**src/rtl/mem_bridge_pkg.sv**
```systemverilog
// rtl/mem_bridge_pkg.sv - shared types and constants for the MEM-side data bridge
package mem_bridge_pkg;

    typedef enum logic [1:0] {
        IDLE = 2'd0,
        REQ  = 2'd1,
        WAIT = 2'd2,
        DONE = 2'd3
    } state_t;

    localparam logic [1:0] SIZE_B = 2'd0;
    localparam logic [1:0] SIZE_H = 2'd1;
    localparam logic [1:0] SIZE_W = 2'd2;

    // kseg0/kseg1 both alias the low 512 MB of physical memory
    localparam logic [31:0] KSEG_MASK = 32'h1FFF_FFFF;

    function automatic logic [31:0] kseg_map(input logic [31:0] vaddr, input bit enable);
        if (enable && vaddr[31:30] == 2'b10) begin
            return vaddr & KSEG_MASK;
        end
        return vaddr;
    endfunction

endpackage

```
**src/rtl/mem_data_bridge_if.sv**
```systemverilog
// rtl/mem_data_bridge_if.sv - SRAM-like req/addr_ok/data_ok data bus
interface mem_data_bridge_if;

    logic        data_req;
    logic        data_wr;
    logic [1:0]  data_size;
    logic [31:0] data_addr;
    logic [31:0] data_wdata;
    logic        data_addr_ok;
    logic [31:0] data_rdata;
    logic        data_data_ok;

    modport master (
        output data_req, data_wr, data_size, data_addr, data_wdata,
        input  data_addr_ok, data_rdata, data_data_ok
    );

    modport slave (
        input  data_req, data_wr, data_size, data_addr, data_wdata,
        output data_addr_ok, data_rdata, data_data_ok
    );

endinterface

```
**src/rtl/mem_sel_decode.sv**
```systemverilog
// rtl/mem_sel_decode.sv - byte-lane select to bus size and low address bits
module mem_sel_decode
    import mem_bridge_pkg::*;
(
    input  logic [3:0] sel,
    output logic [1:0] size,
    output logic [1:0] addr_lo
);

    // Unsupported lane patterns fall back to an aligned word access
    always_comb begin
        size    = SIZE_W;
        addr_lo = 2'b00;
        case (sel)
            4'b0001: begin size = SIZE_B; addr_lo = 2'b00; end
            4'b0010: begin size = SIZE_B; addr_lo = 2'b01; end
            4'b0100: begin size = SIZE_B; addr_lo = 2'b10; end
            4'b1000: begin size = SIZE_B; addr_lo = 2'b11; end
            4'b0011: begin size = SIZE_H; addr_lo = 2'b00; end
            4'b1100: begin size = SIZE_H; addr_lo = 2'b10; end
            default: begin size = SIZE_W; addr_lo = 2'b00; end
        endcase
    end

endmodule

```
**src/rtl/mem_data_bridge.sv**
```systemverilog
// rtl/mem_data_bridge.sv - MEM strobe interface to SRAM-like bus, with stall and flush absorption
module mem_data_bridge
    import mem_bridge_pkg::*;
#(
    parameter bit KSEG_MAP = 1'b1
) (
    input  logic                clk_i,
    input  logic                rst_i,
    input  logic                ram_ce_i,
    input  logic                ram_we_i,
    input  logic [3:0]          ram_sel_i,
    input  logic [31:0]         ram_addr_i,
    input  logic [31:0]         ram_wdata_i,
    input  logic                flush_i,
    output logic [31:0]         ram_rdata_o,
    output logic                stall_req_o,
    mem_data_bridge_if.master   bus
);

    state_t      state, state_next;
    logic        cancel, cancel_next;
    logic        wr_q;
    logic [1:0]  size_q;
    logic [31:0] addr_q;
    logic [31:0] wdata_q;
    logic [31:0] rdata_q;

    logic [1:0]  dec_size;
    logic [1:0]  dec_lo;
    logic [31:0] mapped_addr;
    logic        capture;
    logic        cancel_now;
    logic        rdata_load;

    mem_sel_decode u_sel_decode (
        .sel     (ram_sel_i),
        .size    (dec_size),
        .addr_lo (dec_lo)
    );

    assign mapped_addr = (kseg_map(ram_addr_i, KSEG_MAP) & ~32'h3) | {30'b0, dec_lo};
    assign capture     = (state == IDLE) && ram_ce_i && !flush_i;
    // A flush arriving together with data_ok must still discard that response
    assign cancel_now  = cancel || flush_i;
    assign rdata_load  = (state == WAIT) && bus.data_data_ok && !wr_q && !cancel_now;

    always_comb begin
        state_next = state;
        case (state)
            IDLE: if (capture) state_next = REQ;
            REQ:  if (bus.data_addr_ok) state_next = WAIT;
            WAIT: if (bus.data_data_ok) state_next = cancel_now ? IDLE : DONE;
            DONE: state_next = IDLE;
            default: state_next = IDLE;
        endcase
    end

    always_comb begin
        cancel_next = cancel;
        if (state_next == IDLE) begin
            cancel_next = 1'b0;
        end else if (flush_i && (state == REQ || state == WAIT)) begin
            cancel_next = 1'b1;
        end
    end

    always_ff @(posedge clk_i or negedge rst_i) begin
        if (!rst_i) begin
            state  <= IDLE;
            cancel <= 1'b0;
        end else begin
            state  <= state_next;
            cancel <= cancel_next;
        end
    end

    always_ff @(posedge clk_i or negedge rst_i) begin
        if (!rst_i) begin
            wr_q    <= 1'b0;
            size_q  <= SIZE_B;
            addr_q  <= 32'h0;
            wdata_q <= 32'h0;
        end else if (capture) begin
            wr_q    <= ram_we_i;
            size_q  <= dec_size;
            addr_q  <= mapped_addr;
            wdata_q <= ram_wdata_i;
        end
    end

    always_ff @(posedge clk_i or negedge rst_i) begin
        if (!rst_i) begin
            rdata_q <= 32'h0;
        end else if (rdata_load) begin
            rdata_q <= bus.data_rdata;
        end
    end

    assign bus.data_req   = (state == REQ);
    assign bus.data_wr    = wr_q;
    assign bus.data_size  = size_q;
    assign bus.data_addr  = addr_q;
    assign bus.data_wdata = wdata_q;

    assign ram_rdata_o = rdata_q;
    assign stall_req_o = rst_i && ram_ce_i && (state != DONE);

endmodule

```
**src/flat_wrapper.sv**
```systemverilog
// flat-port wrapper written by rule: the top's interface ports become plain ports
module mem_data_bridge_flat import mem_bridge_pkg::*;
#(
    parameter bit KSEG_MAP = 1'b1
)
  (clk_i, rst_i, ram_ce_i, ram_we_i, ram_sel_i, ram_addr_i, ram_wdata_i, flush_i, ram_rdata_o, stall_req_o, bus_data_req, bus_data_wr, bus_data_size, bus_data_addr, bus_data_wdata, bus_data_addr_ok, bus_data_rdata, bus_data_data_ok);
  mem_data_bridge_if bus_i ();
  input  logic clk_i;
  input  logic rst_i;
  input  logic ram_ce_i;
  input  logic ram_we_i;
  input  logic [3:0] ram_sel_i;
  input  logic [31:0] ram_addr_i;
  input  logic [31:0] ram_wdata_i;
  input  logic flush_i;
  output logic [31:0] ram_rdata_o;
  output logic stall_req_o;
  output wire logic [$bits(bus_i.data_req)-1:0] bus_data_req;
  output wire logic [$bits(bus_i.data_wr)-1:0] bus_data_wr;
  output wire logic [$bits(bus_i.data_size)-1:0] bus_data_size;
  output wire logic [$bits(bus_i.data_addr)-1:0] bus_data_addr;
  output wire logic [$bits(bus_i.data_wdata)-1:0] bus_data_wdata;
  input wire logic [$bits(bus_i.data_addr_ok)-1:0] bus_data_addr_ok;
  input wire logic [$bits(bus_i.data_rdata)-1:0] bus_data_rdata;
  input wire logic [$bits(bus_i.data_data_ok)-1:0] bus_data_data_ok;
  assign bus_data_req = bus_i.data_req;
  assign bus_data_wr = bus_i.data_wr;
  assign bus_data_size = bus_i.data_size;
  assign bus_data_addr = bus_i.data_addr;
  assign bus_data_wdata = bus_i.data_wdata;
  assign bus_i.data_addr_ok = bus_data_addr_ok;
  assign bus_i.data_rdata = bus_data_rdata;
  assign bus_i.data_data_ok = bus_data_data_ok;
  mem_data_bridge #(.KSEG_MAP(KSEG_MAP)) u_core (.clk_i(clk_i), .rst_i(rst_i), .ram_ce_i(ram_ce_i), .ram_we_i(ram_we_i), .ram_sel_i(ram_sel_i), .ram_addr_i(ram_addr_i), .ram_wdata_i(ram_wdata_i), .flush_i(flush_i), .ram_rdata_o(ram_rdata_o), .stall_req_o(stall_req_o), .bus(bus_i));
endmodule
```
**config.mk**
```make
export PLATFORM = sky130hd
export DESIGN_NAME = mem_data_bridge_flat
export DESIGN_NICKNAME = d
export VERILOG_FILES = /design/src/rtl/mem_bridge_pkg.sv /design/src/rtl/mem_data_bridge_if.sv /design/src/rtl/mem_sel_decode.sv /design/src/rtl/mem_data_bridge.sv /design/src/flat_wrapper.sv
export SDC_FILE = /design/constraint.sdc
export NUM_CORES = 1
export LEC_CHECK = 0
export ABC_AREA = 1
export BUFFER_PORTS_ARGS = -buffer_cell sky130_fd_sc_hd__clkbuf_2
export CELL_PAD_IN_SITES_DETAIL_PLACEMENT = 1
export CELL_PAD_IN_SITES_GLOBAL_PLACEMENT = 1
export CORE_MARGIN = 4
export CORE_UTILIZATION = 30
export DETAILED_ROUTE_END_ITERATION = 6
export GPL_TIMING_DRIVEN = 1
export PLACE_DENSITY_LB_ADDON = 0.1
export SLEW_MARGIN = 20
export SYNTH_ARGS = -nofsm -noshare
export SYNTH_HDL_FRONTEND = slang
export SYNTH_HIERARCHICAL = 1
export SYNTH_SLANG_ARGS = --single-unit
```
**constraint.sdc**
```tcl
create_clock -name clk_i -period 1.5 [get_ports clk_i]
set_input_delay 0.15 -clock clk_i [delete_from_list [all_inputs] [get_ports clk_i]]
set_output_delay 0.15 -clock clk_i [all_outputs]
set_load 0.02 [all_outputs]
```
==> run metrics <==
Non-Filler Instances=856; dominant synthesized flop cell=dfrtp_1; CTS Buffer Depth=2; Critical Path RT=1730 ps; Reg area=2550 um2; Netlist Area Pre-Place=4160 um2; clock-pin slew on the worst setup and hold paths=70 ps; Num CTS Buffers=9; skew final=6.86 ps; IO Pins=208; Util after Layout=0.475; CP Max Fanout=9; clock share of power=0.204; Vias=3694; fraction of the mapped netlist area in simple logic gates=0.216; Global Route Usage Sum=0.163; Ys Warns=6; metal2 WL=6.43 mm; layout cells sized above 1=0.413; Site Rows=42; core region area=13400 um2; Met1 Wirelength=5.02 mm; Compound-Gate Fraction of Synth Area=0.00962; Max Transition Viols Final=0; final setup violation count=0; critical path class=reg -> reg; Crit. End Element=register; largest net degree at the start of global routing=103; Post-Syn Nets=524; arrival time worst endpoint=1660 ps; most common cell in the synthesized netlist=nand2_1; Startpoint Class=register; Detail Route Antenna Nets=0; Max rail drop VDD=0.985 mV; antenna cells=0; HPWL after DPL=8.88 mm; Static Leak=3.67 nW; H-tree depth=3; slew margin rel.=0.633; post-synthesis xor/xnor area fraction=0; worst slack, placed=-38.7 ps; multi-input logic area=1490 um2; adder-cell share of the synthesized area=0.0120; antenna violations before repair=0; nets@finish=786; Cells after Synth=413; sequential share of power=0.361; NetSw=0.00527 W; metal3 WL=996 um; RSZ-0062 raised after global routing=true; DR WL/cell=14.7 um; FMAX=0.698 GHz; register area share after synthesis=0.613; MaxCap Viol Count=0; Mean Syn Cell Area=10.1 um2; clock latency on the worst-skew pair=350 ps; HP Class=in -> reg; mux cell area share after synthesis=0.114; Comb pwr share=0.435; 1st-iter DRT viols=97; gr ovfl total=0; flops & latches, synth=102; WHS=12.4 ps; synth cell count leaders=217 x nand2_1, 102 x dfrtp_1, 30 x mux2_4; EDFF count, synth=0; Placer Congestion=0.733; Routed WL=12.6 mm; largest family of logic cells by synthesized area=simple AND/OR/NAND/NOR gates; CTS sink count=102; clock tree root driver cell=clkbuf_16; Die Area=15800 um2; Top Metal Used=met4; Filler Cell Count=1591; Area contributors post-synth=dfrtp_1 61%, nand2_1 20%, mux2_4 11%; status=finished, final reports clean; Power Internal=0.00795 W; minimum clock period=1430 ps; asr flop ratio synth=1.00; chip height=126 um; DR pass1 iterations=4; DR vias/cell=4.32; pwr dens=2080 nW/um2; largest area contributor in the netlist=dfrtp_1; Unique masters post-synth=17; Hold Vio Cnt, Final=0; placed cells=790; switching part of the total power=0.399; min setup slack post-route=66.5 ps; IO buf count=205; drt drc=0; first-pass GRT wire length=20.7 mm; vias in the first global route=4087; initial core utilization=0.311; area delta synth->final=52.8%; CTS tree=done; Final Cycle Share=0.956; Die Wd=126 um; worst slew pin tran=550 ps; Synth top area share=0.613
==> cells in the final DEF (no fill, tap or decap), drive strengths merged <==
master	n
nand2	217
clkbuf	211
dfrtp	102
dlygate4sd3	46
mux2	32
buf	20
nor2	15
inv	15
o21ai	7
nand3	4
ha	4
bufinv	3
clkinv	2
clkinvlp	1
a21oi	1
==> stage by stage <==
| stage | total power, W | area, um2 | setup TNS, ps |
|---|---|---|---|
| finish | 0.0132 | 6360 | 0 |
| detailed placement | 0.0104 | 5470 | -568 |
| CTS | 0.0134 | 6340 | -89.4 |
| floorplan | 0.00813 | 4160 | 0 |
| global placement | 0.0102 | 5470 | 0 |
| global route | 0.0142 | 6360 | -76.7 |
==> kinds of logic (layout without fill, tap and decap cells) <==
family | count (synthesis) | count (layout)
DFF | 102 | 102
AOI/OAI and AO/OA | 8 | 8
buffers and inverters | 31 | 298
adders and majority gates | 4 | 4
muxes | 32 | 32
and+or+nand+nor | 236 | 236
==> flip-flops by register name, indices dropped and copies added (netlist names) <==
| register | flops |
|---|---|
| u_core/bus.data_addr | 32 |
| u_core/ram_rdata_o | 32 |
| u_core/cancel | 1 |
| u_core/bus.data_wr | 1 |
| u_core/state | 2 |
| u_core/bus.data_size | 2 |
| u_core/bus.data_wdata | 32 |
==> layer usage <==
metal	global-route usage	up-vias
met5	0	-
met4	0.0416	0
met3	0.0665	13
met2	0.285	122
met1	0.186	1761
li1	-	1798
==> worst max-delay path, stage by stage, from the launching register on <==
cell and delay [ps]:
dfrtp_1 380, inv_2 90, ha_2 210, nand3_2 110
buf_4 210, mux2_4 310
==> power by group through the flow <==
stage / logic (W) / clock network [W] / registers, W
3_5_place_dp: 0.00559 / 0 / 0.00482
2_1_floorplan: 0.00179 / 0 / 0.00634
3_3_place_gp: 0.00549 / 0 / 0.00475
5_1_grt: 0.00626 / 0.00293 / 0.00498
4_1_cts: 0.00581 / 0.00280 / 0.00479
6_report: 0.00576 / 0.00269 / 0.00477
==> final timing paths <==
path / from / to / slack, ps / cells after the start
setup / recovery: u_core/state[0] / u_core/ram_rdata_o[24] / 70 / 5
hold / removal: ram_addr_i[12] / u_core/bus.data_addr[12] / 10 / 3
setup reg to reg: u_core/state[0] / u_core/ram_rdata_o[24] / 70 / 5
hold reg to reg: u_core/bus.data_addr[7] / u_core/bus.data_addr[7] / 470 / 2
max in group asynchronous: rst_i / u_core/bus.data_addr[3] / 620 / 3
min in group asynchronous: rst_i / u_core/bus.data_addr[16] / 460 / 3
==> cell type report <==
class                   instances  area share
clock inverters                 7      0.0189
inverters                      14     0.00826
flip-flops and latches        102       0.401
clock buffers                   9      0.0354
repair buffers                268       0.267
multi-input cells             280       0.235
well taps                     176      0.0346
==> timing repair <==
item                                    in CTS  in global routing
pin swaps                                    2                  1
resized for setup                            6                 14
setup buffers                                4                  1
endpoints found under the setup margin      34                 79
cloned                                       1                  0
endpoints found under the hold margin      147                  0
hold buffers                                46                  0
Power figures use the tool's default switching activity.
